==> src/rtl/meas_sequencer_pkg.sv <==
// meas_sequencer shared definitions: state encoding,
// default phase lengths and counter widths.
package meas_seq_pkg;

    localparam int DEF_WINDOW = 100000;
    localparam int DEF_STRESS = 1000000;
    localparam int DEF_SETTLE = 4;
    localparam int DEF_TMR_W  = 32;
    localparam int CNT_W      = 8;

    typedef logic [2:0] state_t;

    localparam state_t S_IDLE    = 3'd0;
    localparam state_t S_STRESS  = 3'd1;
    localparam state_t S_CLEAR   = 3'd2;
    localparam state_t S_WINDOW  = 3'd3;
    localparam state_t S_SETTLE  = 3'd4;
    localparam state_t S_CAPTURE = 3'd5;

endpackage

==> src/rtl/meas_sequencer_if.sv <==
// Control/result bundle between the sequencer and the
// oscillator / counting datapath.
interface meas_sequencer_if #(
    parameter int VALUE_W = 16
);
    logic                           run;
    logic                           stress_en;
    logic                           alt_mode;
    logic [VALUE_W-1:0]             meas_value;
    logic                           osc_mode;
    logic                           osc_stress;
    logic                           meas_enable;
    logic                           meas_reset;
    logic [VALUE_W-1:0]             value_out;
    logic                           value_valid;
    logic                           busy;
    logic [meas_seq_pkg::CNT_W-1:0] sample_count;

    modport master (
        input  run, stress_en, alt_mode, meas_value,
        output osc_mode, osc_stress, meas_enable, meas_reset,
        output value_out, value_valid, busy, sample_count
    );

    modport slave (
        output run, stress_en, alt_mode, meas_value,
        input  osc_mode, osc_stress, meas_enable, meas_reset,
        input  value_out, value_valid, busy, sample_count
    );

endinterface

==> src/rtl/meas_sequencer_phase_timer.sv <==
// Loadable down-counter; done_o is high while the count is zero.
module phase_timer #(
    parameter int TMR_W = 32
) (
    input  logic             clk_i,
    input  logic             rst_i,
    input  logic             load_i,
    input  logic [TMR_W-1:0] load_val_i,
    output logic             done_o
);

    logic [TMR_W-1:0] cnt_q;
    logic [TMR_W-1:0] cnt_d;

    always_comb begin
        cnt_d = cnt_q;
        if (load_i) begin
            cnt_d = load_val_i;
        end else if (cnt_q != '0) begin
            cnt_d = cnt_q - TMR_W'(1);
        end
    end

    always_ff @(posedge clk_i or posedge rst_i) begin
        if (rst_i) begin
            cnt_q <= '0;
        end else begin
            cnt_q <= cnt_d;
        end
    end

    assign done_o = (cnt_q == '0);

endmodule

==> src/rtl/meas_sequencer.sv <==
// Measurement sequencer: stress, clear, gate window, settle,
// then capture the datapath result into a held register.
module meas_sequencer
    import meas_seq_pkg::*;
#(
    parameter int VALUE_W       = 16,
    parameter int WINDOW_CYCLES = DEF_WINDOW,
    parameter int STRESS_CYCLES = DEF_STRESS,
    parameter int SETTLE_CYCLES = DEF_SETTLE,
    parameter int TMR_W         = DEF_TMR_W
) (
    input logic               fpga_clk1,
    input logic               reset,
    meas_sequencer_if.master  bus
);

    localparam logic [TMR_W-1:0] WIN_LD = TMR_W'(WINDOW_CYCLES - 1);
    localparam logic [TMR_W-1:0] STR_LD = TMR_W'(STRESS_CYCLES - 1);
    localparam logic [TMR_W-1:0] SET_LD = TMR_W'(SETTLE_CYCLES - 1);

    state_t             state_q;
    state_t             state_d;
    state_t             start_st;
    logic               tmr_load;
    logic               tmr_done;
    logic [TMR_W-1:0]   tmr_val;
    logic               cap;
    logic [VALUE_W-1:0] value_q;
    logic               valid_q;
    logic [CNT_W-1:0]   count_q;
    logic               mode_q;

    assign start_st = bus.stress_en ? S_STRESS : S_CLEAR;
    assign cap      = (state_q == S_CAPTURE);

    always_comb begin
        state_d = state_q;
        unique case (state_q)
            S_IDLE: begin
                if (bus.run) state_d = start_st;
            end
            S_STRESS: begin
                if (!bus.run)     state_d = S_IDLE;
                else if (tmr_done) state_d = S_CLEAR;
            end
            S_CLEAR: begin
                state_d = bus.run ? S_WINDOW : S_IDLE;
            end
            S_WINDOW: begin
                if (!bus.run)     state_d = S_IDLE;
                else if (tmr_done) state_d = S_SETTLE;
            end
            S_SETTLE: begin
                if (!bus.run)     state_d = S_IDLE;
                else if (tmr_done) state_d = S_CAPTURE;
            end
            S_CAPTURE: begin
                state_d = bus.run ? start_st : S_IDLE;
            end
            default: state_d = S_IDLE;
        endcase
    end

    // Timer is reloaded with N-1 on every state change
    assign tmr_load = (state_d != state_q);

    always_comb begin
        tmr_val = '0;
        unique case (state_d)
            S_STRESS: tmr_val = STR_LD;
            S_WINDOW: tmr_val = WIN_LD;
            S_SETTLE: tmr_val = SET_LD;
            default:  tmr_val = '0;
        endcase
    end

    phase_timer #(
        .TMR_W (TMR_W)
    ) u_timer (
        .clk_i      (fpga_clk1),
        .rst_i      (reset),
        .load_i     (tmr_load),
        .load_val_i (tmr_val),
        .done_o     (tmr_done)
    );

    always_ff @(posedge fpga_clk1 or posedge reset) begin
        if (reset) begin
            state_q <= S_IDLE;
            value_q <= '0;
            valid_q <= 1'b0;
            count_q <= '0;
            mode_q  <= 1'b0;
        end else begin
            state_q <= state_d;
            valid_q <= cap;
            if (cap) begin
                value_q <= bus.meas_value;
                count_q <= count_q + CNT_W'(1);
                if (bus.alt_mode) mode_q <= ~mode_q;
            end
        end
    end

    assign bus.osc_mode     = mode_q;
    assign bus.osc_stress   = (state_q == S_STRESS);
    assign bus.meas_enable  = (state_q == S_WINDOW);
    assign bus.meas_reset   = (state_q == S_IDLE)
                            | (state_q == S_STRESS)
                            | (state_q == S_CLEAR);
    assign bus.value_out    = value_q;
    assign bus.value_valid  = valid_q;
    assign bus.busy         = (state_q != S_IDLE);
    assign bus.sample_count = count_q;

endmodule

==> src/flat_wrapper.sv <==
// flat-port wrapper written by rule: the top's interface ports become plain ports
module meas_sequencer_flat import meas_seq_pkg::*;
#(
    parameter int VALUE_W       = 16,
    parameter int WINDOW_CYCLES = DEF_WINDOW,
    parameter int STRESS_CYCLES = DEF_STRESS,
    parameter int SETTLE_CYCLES = DEF_SETTLE,
    parameter int TMR_W         = DEF_TMR_W
)
  (fpga_clk1, reset, bus_run, bus_stress_en, bus_alt_mode, bus_meas_value, bus_osc_mode, bus_osc_stress, bus_meas_enable, bus_meas_reset, bus_value_out, bus_value_valid, bus_busy, bus_sample_count);
  meas_sequencer_if #(.VALUE_W(VALUE_W)) bus_i ();
  input logic fpga_clk1;
  input logic reset;
  input wire logic [$bits(bus_i.run)-1:0] bus_run;
  input wire logic [$bits(bus_i.stress_en)-1:0] bus_stress_en;
  input wire logic [$bits(bus_i.alt_mode)-1:0] bus_alt_mode;
  input wire logic [$bits(bus_i.meas_value)-1:0] bus_meas_value;
  output wire logic [$bits(bus_i.osc_mode)-1:0] bus_osc_mode;
  output wire logic [$bits(bus_i.osc_stress)-1:0] bus_osc_stress;
  output wire logic [$bits(bus_i.meas_enable)-1:0] bus_meas_enable;
  output wire logic [$bits(bus_i.meas_reset)-1:0] bus_meas_reset;
  output wire logic [$bits(bus_i.value_out)-1:0] bus_value_out;
  output wire logic [$bits(bus_i.value_valid)-1:0] bus_value_valid;
  output wire logic [$bits(bus_i.busy)-1:0] bus_busy;
  output wire logic [$bits(bus_i.sample_count)-1:0] bus_sample_count;
  assign bus_i.run = bus_run;
  assign bus_i.stress_en = bus_stress_en;
  assign bus_i.alt_mode = bus_alt_mode;
  assign bus_i.meas_value = bus_meas_value;
  assign bus_osc_mode = bus_i.osc_mode;
  assign bus_osc_stress = bus_i.osc_stress;
  assign bus_meas_enable = bus_i.meas_enable;
  assign bus_meas_reset = bus_i.meas_reset;
  assign bus_value_out = bus_i.value_out;
  assign bus_value_valid = bus_i.value_valid;
  assign bus_busy = bus_i.busy;
  assign bus_sample_count = bus_i.sample_count;
  meas_sequencer #(.VALUE_W(VALUE_W), .WINDOW_CYCLES(WINDOW_CYCLES), .STRESS_CYCLES(STRESS_CYCLES), .SETTLE_CYCLES(SETTLE_CYCLES), .TMR_W(TMR_W)) u_core (.fpga_clk1(fpga_clk1), .reset(reset), .bus(bus_i));
endmodule
==> config.mk <==
export PLATFORM = sky130hd
export DESIGN_NAME = meas_sequencer_flat
export DESIGN_NICKNAME = d
export VERILOG_FILES = /design/src/rtl/meas_sequencer_pkg.sv /design/src/rtl/meas_sequencer_if.sv /design/src/rtl/meas_sequencer_phase_timer.sv /design/src/rtl/meas_sequencer.sv /design/src/flat_wrapper.sv
export SDC_FILE = /design/constraint.sdc
export NUM_CORES = 1
export LEC_CHECK = 0
export CORE_AREA = 2 2 84 86
export CTS_CLUSTER_SIZE = 30
export DETAILED_ROUTE_END_ITERATION = 8
export DIE_AREA = 0 0 86 88
export GPL_ROUTABILITY_DRIVEN = 0
export GPL_TIMING_DRIVEN = 0
export HOLD_SLACK_MARGIN = 0.02
export PLACE_DENSITY_LB_ADDON = 0.2
export SYNTH_ARGS = -nofsm -noshare
export SYNTH_HDL_FRONTEND = slang
export SYNTH_HIERARCHICAL = 1
export SYNTH_SLANG_ARGS = --single-unit
==> constraint.sdc <==
create_clock -name fpga_clk1 -period 9.15 [get_ports fpga_clk1]
set_clock_uncertainty 0.15 [all_clocks]
set_input_delay 1.3725 -clock fpga_clk1 [delete_from_list [all_inputs] [get_ports fpga_clk1]]
set_output_delay 1.3725 -clock fpga_clk1 [all_outputs]
set_load 0.05 [all_outputs]
==> out/summary.txt, run 1 <==
Status -> finished clean
Routed len/inst -> 14.79 µm
Unrepaired setup endpoints after global routing -> no
Ports -> 51
Post-place setup slack -> 4.956 ns
First-pass GRT wire length -> 11.83 mm
Synth async-reset ratio -> 100.0%
Row count -> 30
Fill cells -> 571
Layout area overhead -> 27.62%
Finished Cell Area -> 4163 µm²
Synth Cell Area -> 3262 µm²
Largest net degree at the start of global routing -> 33
Vias in the first global route -> 2465
Die height -> 88 µm
Post-synth top flop -> dfrtp_1
Ant. Diodes -> 0
Routed WL -> 6.979 mm
Most common cell after layout, fill and taps aside -> dfrtp_1
Pins Over Slew Limit -> 0
Via density -> 5.307
Hold_ws -> 0.3222 ns
Pre-antenna DRT Iters -> 5
Starting Density -> 49.10%
Clock-pin slew on the worst setup and hold paths -> 0.07 ns
Vias post-DR -> 2505
DIE AREA -> 7568 µm²
IO buf count -> 50
Total gr overflow -> 0
Arrival time worst endpoint -> 4.29 ns
DRC -> 0
Hold Buf Count CTS -> 0
Nets -> 411
Setup crit end kind -> flip-flop
Clock Latency Late Sink -> 0.34 ns
Max_slew headroom -> 26.57%
Leak Pwr -> 0.001780 µW
Max rail drop VDD -> 0.00008742 V
Avg Cell Area, Syn -> 10.56 µm²
Fmax -> 238.2 MHz
Setup CP Type -> flip-flop to flip-flop
Final core utilization -> 62.66%
Synth cell types -> 46
Total core area -> 6644 µm²
Sequential fraction of the synthesis area -> 46.80%
Layout cells sized above 1 -> 13.27%
Most frequent cells in the layout -> dfrtp_1 (61), clkdlybuf4s50_1 (50), nand2_1 (41)
CP max FO -> 16
CTS tree -> done
Hold Path Depth -> 1
Part of the cycle the worst path needs -> 45.88%
ANT nets after route -> 0
Clk buf depth -> 2
CP required -> 9.24 ns
Root Buffer -> clkbuf_8
Global-route usage over all layers -> 20.16%
Post-route setup TNS -> 0 ns
Post-synth EDFFs -> 0
Reg2reg path depth -> 11
Num CTS Buffers -> 9
PD cells -> 179.3 nW/µm²
Final min period -> 4.198 ns
Post-CTS setup repair buffer count -> 0
DIE WIDTH -> 86 µm
Initial antenna violation count -> 0
Flops & latches, synth -> 61
Initial DRC Count -> 140
Startpoint types -> flip-flop
Resize count post-CTS -> 0
Hold Path Class -> flip-flop to flip-flop
Area after DPL -> 3923 µm²
Warnings, synthesis -> 6
Sink Count -> 61
H-tree levels -> 3
Post-DP HPWL -> 4.815 mm
Cell count after synthesis -> 309
Final hold viol count -> 0
# Max-Cap Violations -> 0
Final setup violation count -> 0
Worst-margin pin slew -> 1.100 ns
Final Worst Setup Slack -> 4.952 ns
## path summary, 6_finish.rpt
kind | from | end | slack (ns)
worst max-delay path | u_core/u_timer/cnt_q[16] | u_core/u_timer/cnt_q[5] | 4.95
worst min-delay path | u_core/bus.sample_count[7] | u_core/bus.sample_count[7] | 0.32
worst max register to register | u_core/u_timer/cnt_q[16] | u_core/u_timer/cnt_q[5] | 4.95
worst min register to register | u_core/bus.sample_count[7] | u_core/bus.sample_count[7] | 0.32
max in group asynchronous | reset | u_core/state_q[0] | 6.67
min in group asynchronous | reset | u_core/u_timer/cnt_q[19] | 1.14
## flip-flops by register name, summed over array words and instances (netlist names)
| register | cells |
|---|---|
| u_core/bus.value_valid | 1 |
| u_core/bus.value_out | 16 |
| u_core/bus.sample_count | 8 |
| u_core/state_q | 3 |
| u_core/bus.osc_mode | 1 |
| u_core/u_timer/cnt_q | 32 |
## Yosys cell counts (all sizes together), types with 4 or more instances
cell type,n,area (µm²)
clkbuf,5,18.77
xor2,8,70.07
xnor2,29,254.0
o21ai,16,80.07
buf,9,78.81
nand2b,6,37.54
nor2b,4,25.02
nand2,41,153.9
nor3,17,85.08
nor2,18,67.56
mux2,19,266.5
dfrtp,61,1526
nand4,6,52.55
inv,6,22.52
o31ai,14,105.1
nor4,10,107.6
## logic make-up after synthesis
logic type	count (synthesis)	synth area share (%)
flip-flops	61	46.80
multiplexers	22	9.091
adder cells (fa/ha/maj)	2	0.7670
AND/OR/NAND/NOR	122	20.60
other	1	0.1150
buffers and inverters	20	3.682
AO/OA/AOI/OAI	44	9.014
XOR/XNOR	37	9.935
## per-layer routing
layer	share of wire (%)	global-route usage, %	vias up
met5	0	0	-
met1	48	26.76	1228
li1	-	-	1229
met2	49	32.98	41
met3	2.2	2.922	7
met4	1.1	8.947	0
## through the flow
step           std cells  power (µW)
6_report             472       746.3
2_1_floorplan        325       440.8
3_5_place_dp         455       485.4
5_1_grt              472       784.9
4_1_cts              470       751.7
3_3_place_gp         455       480.2
## layout make-up
class	instances	area, µm²	area share [%]
Tap cell	80	100.1	2.405
Clock buffer	11	141.4	3.396
Buffer	14	97.59	2.344
Sequential cell	61	1526	36.67
Multi-Input combinational cell	244	1677	40.28
Timing Repair Buffer	52	525.5	12.62
Clock inverter	4	72.57	1.743
Inverter	6	22.52	0.5410
## critical path, stage by stage, from the launching register on
cell,delay [ns]
dfrtp_1,0.43
nor4_1,0.55
nand3_2,0.29
nor4_4,0.61
buf_2,0.41
nand2b_1,0.17
a2bb2oi_1,0.16
o32a_1,0.29
clkbuf_1,0.40
clkbuf_1,0.41
nand2_1,0.12
o31ai_1,0.09
## power breakdown
| part | total (µW) | internal (µW) | switching, µW |
|---|---|---|---|
| combinational | 155 | 69.5 | 85.7 |
| sequential | 328 | 297 | 30.8 |
| clock | 263 | 159 | 104 |
Note: power is estimated with default switching activity, not from simulation.
==> run 2, diff against run 1 <==
==> constraint.sdc (replaced) <==
create_clock -name fpga_clk1 -period 3.9 [get_ports fpga_clk1]
set_clock_uncertainty 0.15 [all_clocks]
set_input_delay 0.585 -clock fpga_clk1 [delete_from_list [all_inputs] [get_ports fpga_clk1]]
set_output_delay 0.585 -clock fpga_clk1 [all_outputs]
set_load 0.05 [all_outputs]
==> out/summary.txt, run 2 (synthesis gave the netlist of run 1 again) <==
PD cells -> 419.9 nW/µm²
DRC -> 0
First-pass GRT wire length -> 11.90 mm
Routed len/inst -> 14.81 µm
Setup crit end kind -> flip-flop
Total core area -> 6644 µm²
Most frequent cells in the layout -> dfrtp_1 (61), clkdlybuf4s50_1 (50), nand2_1 (41)
Biggest register -> u_core/u_timer/cnt_q
Ports -> 51
Max incr delay on CP -> 0.40 ns
Crit path top cell by count -> clkbuf_2
Largest register FFs -> 32
Max_slew headroom -> 26.62%
Flop2flop setup slack -> 0.36 ns
Hold Buf Count CTS -> 0
Status -> finished clean
Setup CP Type -> flip-flop to flip-flop
Final min period -> 3.538 ns
Final hold viol count -> 0
Root Buffer -> clkbuf_8
Max rail drop VDD -> 0.0002050 V
ANT nets after route -> 0
Vias in the first global route -> 2474
Pre-antenna DRT Iters -> 5
Final Non-Filler Cells -> 473
Most common cell after layout, fill and taps aside -> dfrtp_1
Critical path cell sequence -> inv_1 -> ha_1 -> nor2b_1 -> nand4_4 -> nor4_4 -> buf_2 -> nand2b_1 -> a2bb2oi_1 -> o32a_1 -> clkbuf_2 -> clkbuf_2 -> nand2_1 -> o31ai_1
Sink Count -> 61
CP required -> 3.99 ns
CTS tree -> done
Post-place setup slack -> -0.2939 ns
Initial DRC Count -> 140
Global-route usage over all layers -> 20.28%
Total gr overflow -> 0
Clock-pin slew on the worst setup and hold paths -> 0.07 ns
Ant. Diodes -> 0
Pins Over Slew Limit -> 0
Final setup violation count -> 0
Layout cells sized above 1 -> 13.99%
Clock Latency Late Sink -> 0.34 ns
Part of the cycle the worst path needs -> 90.72%
Worst-margin pin slew -> 1.099 ns
Starting Density -> 49.10%
IO buf count -> 50
Layout area overhead -> 27.92%
H-tree levels -> 3
Vias post-DR -> 2516
Clk buf depth -> 2
Arrival time worst endpoint -> 3.63 ns
Num CTS Buffers -> 9
Fmax -> 282.6 MHz
Nets -> 412
Hold Path Class -> flip-flop to flip-flop
Final Worst Setup Slack -> 0.3619 ns
Final core utilization -> 62.81%
Startpoint types -> flip-flop
Row count -> 30
Via density -> 5.319
Die height -> 88 µm
Unrepaired setup endpoints after global routing -> no
Fill cells -> 568
Initial antenna violation count -> 0
DIE AREA -> 7568 µm²
Largest net degree at the start of global routing -> 33
Leak Pwr -> 0.001792 µW
Placed insts -> 455
Post-DP HPWL -> 4.815 mm
# Max-Cap Violations -> 0
Post-route setup TNS -> 0 ns
DIE WIDTH -> 86 µm
CP max FO -> 16
Critical-path top delay cell -> nor4_4
Routed WL -> 7.007 mm
[run 2: cell types whose count changed in the layout (fill, tap and decap cells not counted)]
cell and delta:
clkbuf_1 -2, clkbuf_2 +2, buf_4 +1
[run 2: what timing repair did]
item	in CTS	in global routing
endpoints found under the setup margin	7	6
gates resized for setup	0	4
pin swaps	1	0
buffers inserted	1	0
[run 2: cell type report]
type,count,area [µm²],area share [%]
Buffer,14,100.1,2.399
Clock buffer,11,141.4,3.388
Clock inverter,4,72.57,1.739
Inverter,6,22.52,0.5397
Multi-Input combinational cell,244,1677,40.18
Sequential cell,61,1526,36.58
Tap cell,80,100.1,2.399
Timing Repair Buffer,53,533.0,12.77
[run 2: power breakdown]
group | switching, µW | internal (µW)
Combinational | 201 | 164
Clock | 245 | 373
Sequential | 72.6 | 697
[run 2: stage by stage]
stage	hold slack [ns]	total power, µW	area, µm²
2_1_floorplan	0.3962	1034	3322
3_3_place_gp	0.3073	1127	3923
3_5_place_dp	0.3105	1139	3923
4_1_cts	0.3263	1764	4144
5_1_grt	0.3418	1842	4173
6_report	0.3222	1752	4173
[run 2: routing by layer]
layer,wire length (µm),up-vias,part of all wire (%),track usage (%)
li1,-,1225,-,-
met1,3241,1234,46,27.06
met2,3460,49,49,33.05
met3,219,8,3.1,2.922
met4,86,0,1.2,8.947
met5,0,-,0,0
[run 2: final timing paths]
check / from / to / cells past startpoint
setup / recovery: u_core/u_timer/cnt_q[0] / u_core/u_timer/cnt_q[5] / 13
hold / removal: u_core/bus.sample_count[7] / u_core/bus.sample_count[7] / 1
setup reg to reg: u_core/u_timer/cnt_q[0] / u_core/u_timer/cnt_q[5] / 13
hold reg to reg: u_core/bus.sample_count[7] / u_core/bus.sample_count[7] / 1
max in group asynchronous: reset / u_core/state_q[0] / 2
min in group asynchronous: reset / u_core/u_timer/cnt_q[19] / 2
[run 2: critical path: cells and delay by family (launching register included)]
kind / cells / cell delay, ns
buf+inv: 4 / 1.01
flops: 1 / 0.37
fa+ha+maj: 1 / 0.20
simple gates: 5 / 1.18
compound gates: 3 / 0.52
==> run 3, diff against run 2 <==
--- a/config.mk
+++ b/config.mk
@@ -5,10 +5,10 @@
 export SDC_FILE = /design/constraint.sdc
 export NUM_CORES = 1
 export LEC_CHECK = 0
-export CORE_AREA = 2 2 84 86
+export CORE_AREA = 10 10 92 94
 export CTS_CLUSTER_SIZE = 30
 export DETAILED_ROUTE_END_ITERATION = 8
-export DIE_AREA = 0 0 86 88
+export DIE_AREA = 0 0 102 104
 export GPL_ROUTABILITY_DRIVEN = 0
 export GPL_TIMING_DRIVEN = 0
 export HOLD_SLACK_MARGIN = 0.02
==> out/summary.txt, run 3 (synthesis gave the netlist of run 1 again) <==
Leak Pwr -> 0.001774 µW
Final min period -> 3.591 ns
Post-DP HPWL -> 5.338 mm
Initial DRC Count -> 177
Layout cells sized above 1 -> 13.74%
Pre-antenna DRT Iters -> 4
ANT nets after route -> 0
Arrival time worst endpoint -> 3.68 ns
Most common cell after layout, fill and taps aside -> dfrtp_1
CP max FO -> 16
Fill cells -> 591
Total core area -> 6681 µm²
Initial antenna violation count -> 0
Sink Count -> 61
Via density -> 5.271
Final hold viol count -> 0
Area after DPL -> 3923 µm²
Reg2reg path depth -> 13
Routed WL -> 7.532 mm
Clock Latency Late Sink -> 0.34 ns
Row count -> 30
Most frequent cells in the layout -> dfrtp_1 (61), clkdlybuf4s50_1 (50), nand2_1 (41)
Status -> finished clean
Final setup violation count -> 0
Hold Buf Count CTS -> 0
Starting Density -> 48.82%
# Max-Cap Violations -> 0
Finished Cell Area -> 4131 µm²
DRC -> 0
Startpoint types -> flip-flop
CTS tree -> done
Root Buffer -> clkbuf_8
Part of the cycle the worst path needs -> 92.07%
Setup crit end kind -> flip-flop
Biggest register -> u_core/u_timer/cnt_q
Global-route usage over all layers -> 15.10%
Hold Path Depth -> 1
Setup CP Type -> flip-flop to flip-flop
Fmax -> 278.5 MHz
Max_slew headroom -> 26.98%
PD cells -> 390.1 nW/µm²
Post-route setup TNS -> 0 ns
H-tree levels -> 3
DIE AREA -> 10610 µm²
Num CTS Buffers -> 9
Layout area overhead -> 26.66%
CP required -> 3.99 ns
Pins Over Slew Limit -> 0
Largest register FFs -> 32
Worst-margin pin slew -> 1.094 ns
Hold Path Class -> flip-flop to flip-flop
Die height -> 104 µm
Vias post-DR -> 2493
First-pass GRT wire length -> 13.02 mm
Total gr overflow -> 0
IO buf count -> 50
Ports -> 51
Unrepaired setup endpoints after global routing -> no
Nets -> 412
Vias in the first global route -> 2574
Clock-pin slew on the worst setup and hold paths -> 0.07 ns
Ant. Diodes -> 0
Largest net degree at the start of global routing -> 33
Final core utilization -> 61.84%
DIE WIDTH -> 102 µm
Routed len/inst -> 15.92 µm
Clk buf depth -> 2
Max rail drop VDD -> 0.0001878 V
[run 3: metrics by stage]
stage	setup WS (ns)	power (µW)	hold WS (ns)	cells
floorplan	0.5389	1034	0.3962	325
global placement	-0.2713	1128	0.3077	455
detailed placement	-0.3411	1139	0.3122	455
CTS	0.01954	1624	0.3252	471
global route	0.06306	1714	0.3408	473
finish	0.3092	1612	0.3189	473
[run 3: repair_timing]
| item | in CTS | in global routing |
|---|---|---|
| resized for setup | 0 | 5 |
| endpoints found under the setup margin | 8 | 7 |
| pin swaps | 1 | 0 |
| buffers inserted | 1 | 0 |
| hold endpoints to repair | 0 | 0 |
[run 3: path summary, 6_finish.rpt]
check / startpoint / end / slack (ns)
setup / recovery: u_core/u_timer/cnt_q[0] / u_core/u_timer/cnt_q[7] / 0.31
min in group asynchronous: reset / u_core/u_timer/cnt_q[23] / 0.38
max in group asynchronous: reset / u_core/state_q[0] / 2.22
hold reg to reg: u_core/bus.sample_count[7] / u_core/bus.sample_count[7] / 0.32
hold / removal: u_core/bus.sample_count[7] / u_core/bus.sample_count[7] / 0.32
setup reg to reg: u_core/u_timer/cnt_q[0] / u_core/u_timer/cnt_q[7] / 0.31
[run 3: layout make-up]
cell class / instances / area (µm²) / share of cell area, %
clock buffers: 13 / 148.9 / 3.604
well taps: 80 / 100.1 / 2.423
inverters: 6 / 22.52 / 0.5451
multi-input cells: 244 / 1683 / 40.73
repair buffers: 53 / 540.5 / 13.08
plain buffers: 14 / 100.1 / 2.423
flip-flops and latches: 61 / 1526 / 36.95
clock inverters: 2 / 10.01 / 0.2423
[run 3: power by group]
part	switching (µW)	internal [µW]
sequential	74.2	697
clock	230	243
combinational	202	165
[run 3: critical path: stages (launching register included)]
cell       delay, ns
dfrtp_1         0.39
inv_1           0.10
ha_1            0.22
nor2b_1         0.29
nand4_4         0.25
nor4_4          0.38
buf_2           0.36
nand2b_1        0.18
a2bb2oi_1       0.18
o32a_1          0.31
clkbuf_2        0.29
clkbuf_2        0.26
nand2_1         0.08
o31ai_1         0.07
[run 3: routing by layer]
| layer | GRT usage, % | wire [µm] |
|---|---|---|
| met1 | 19.82 | 3455 |
| met2 | 23.20 | 3662 |
| met4 | 5.544 | 96 |
| met3 | 3.787 | 317 |
| met5 | 0 | 0 |
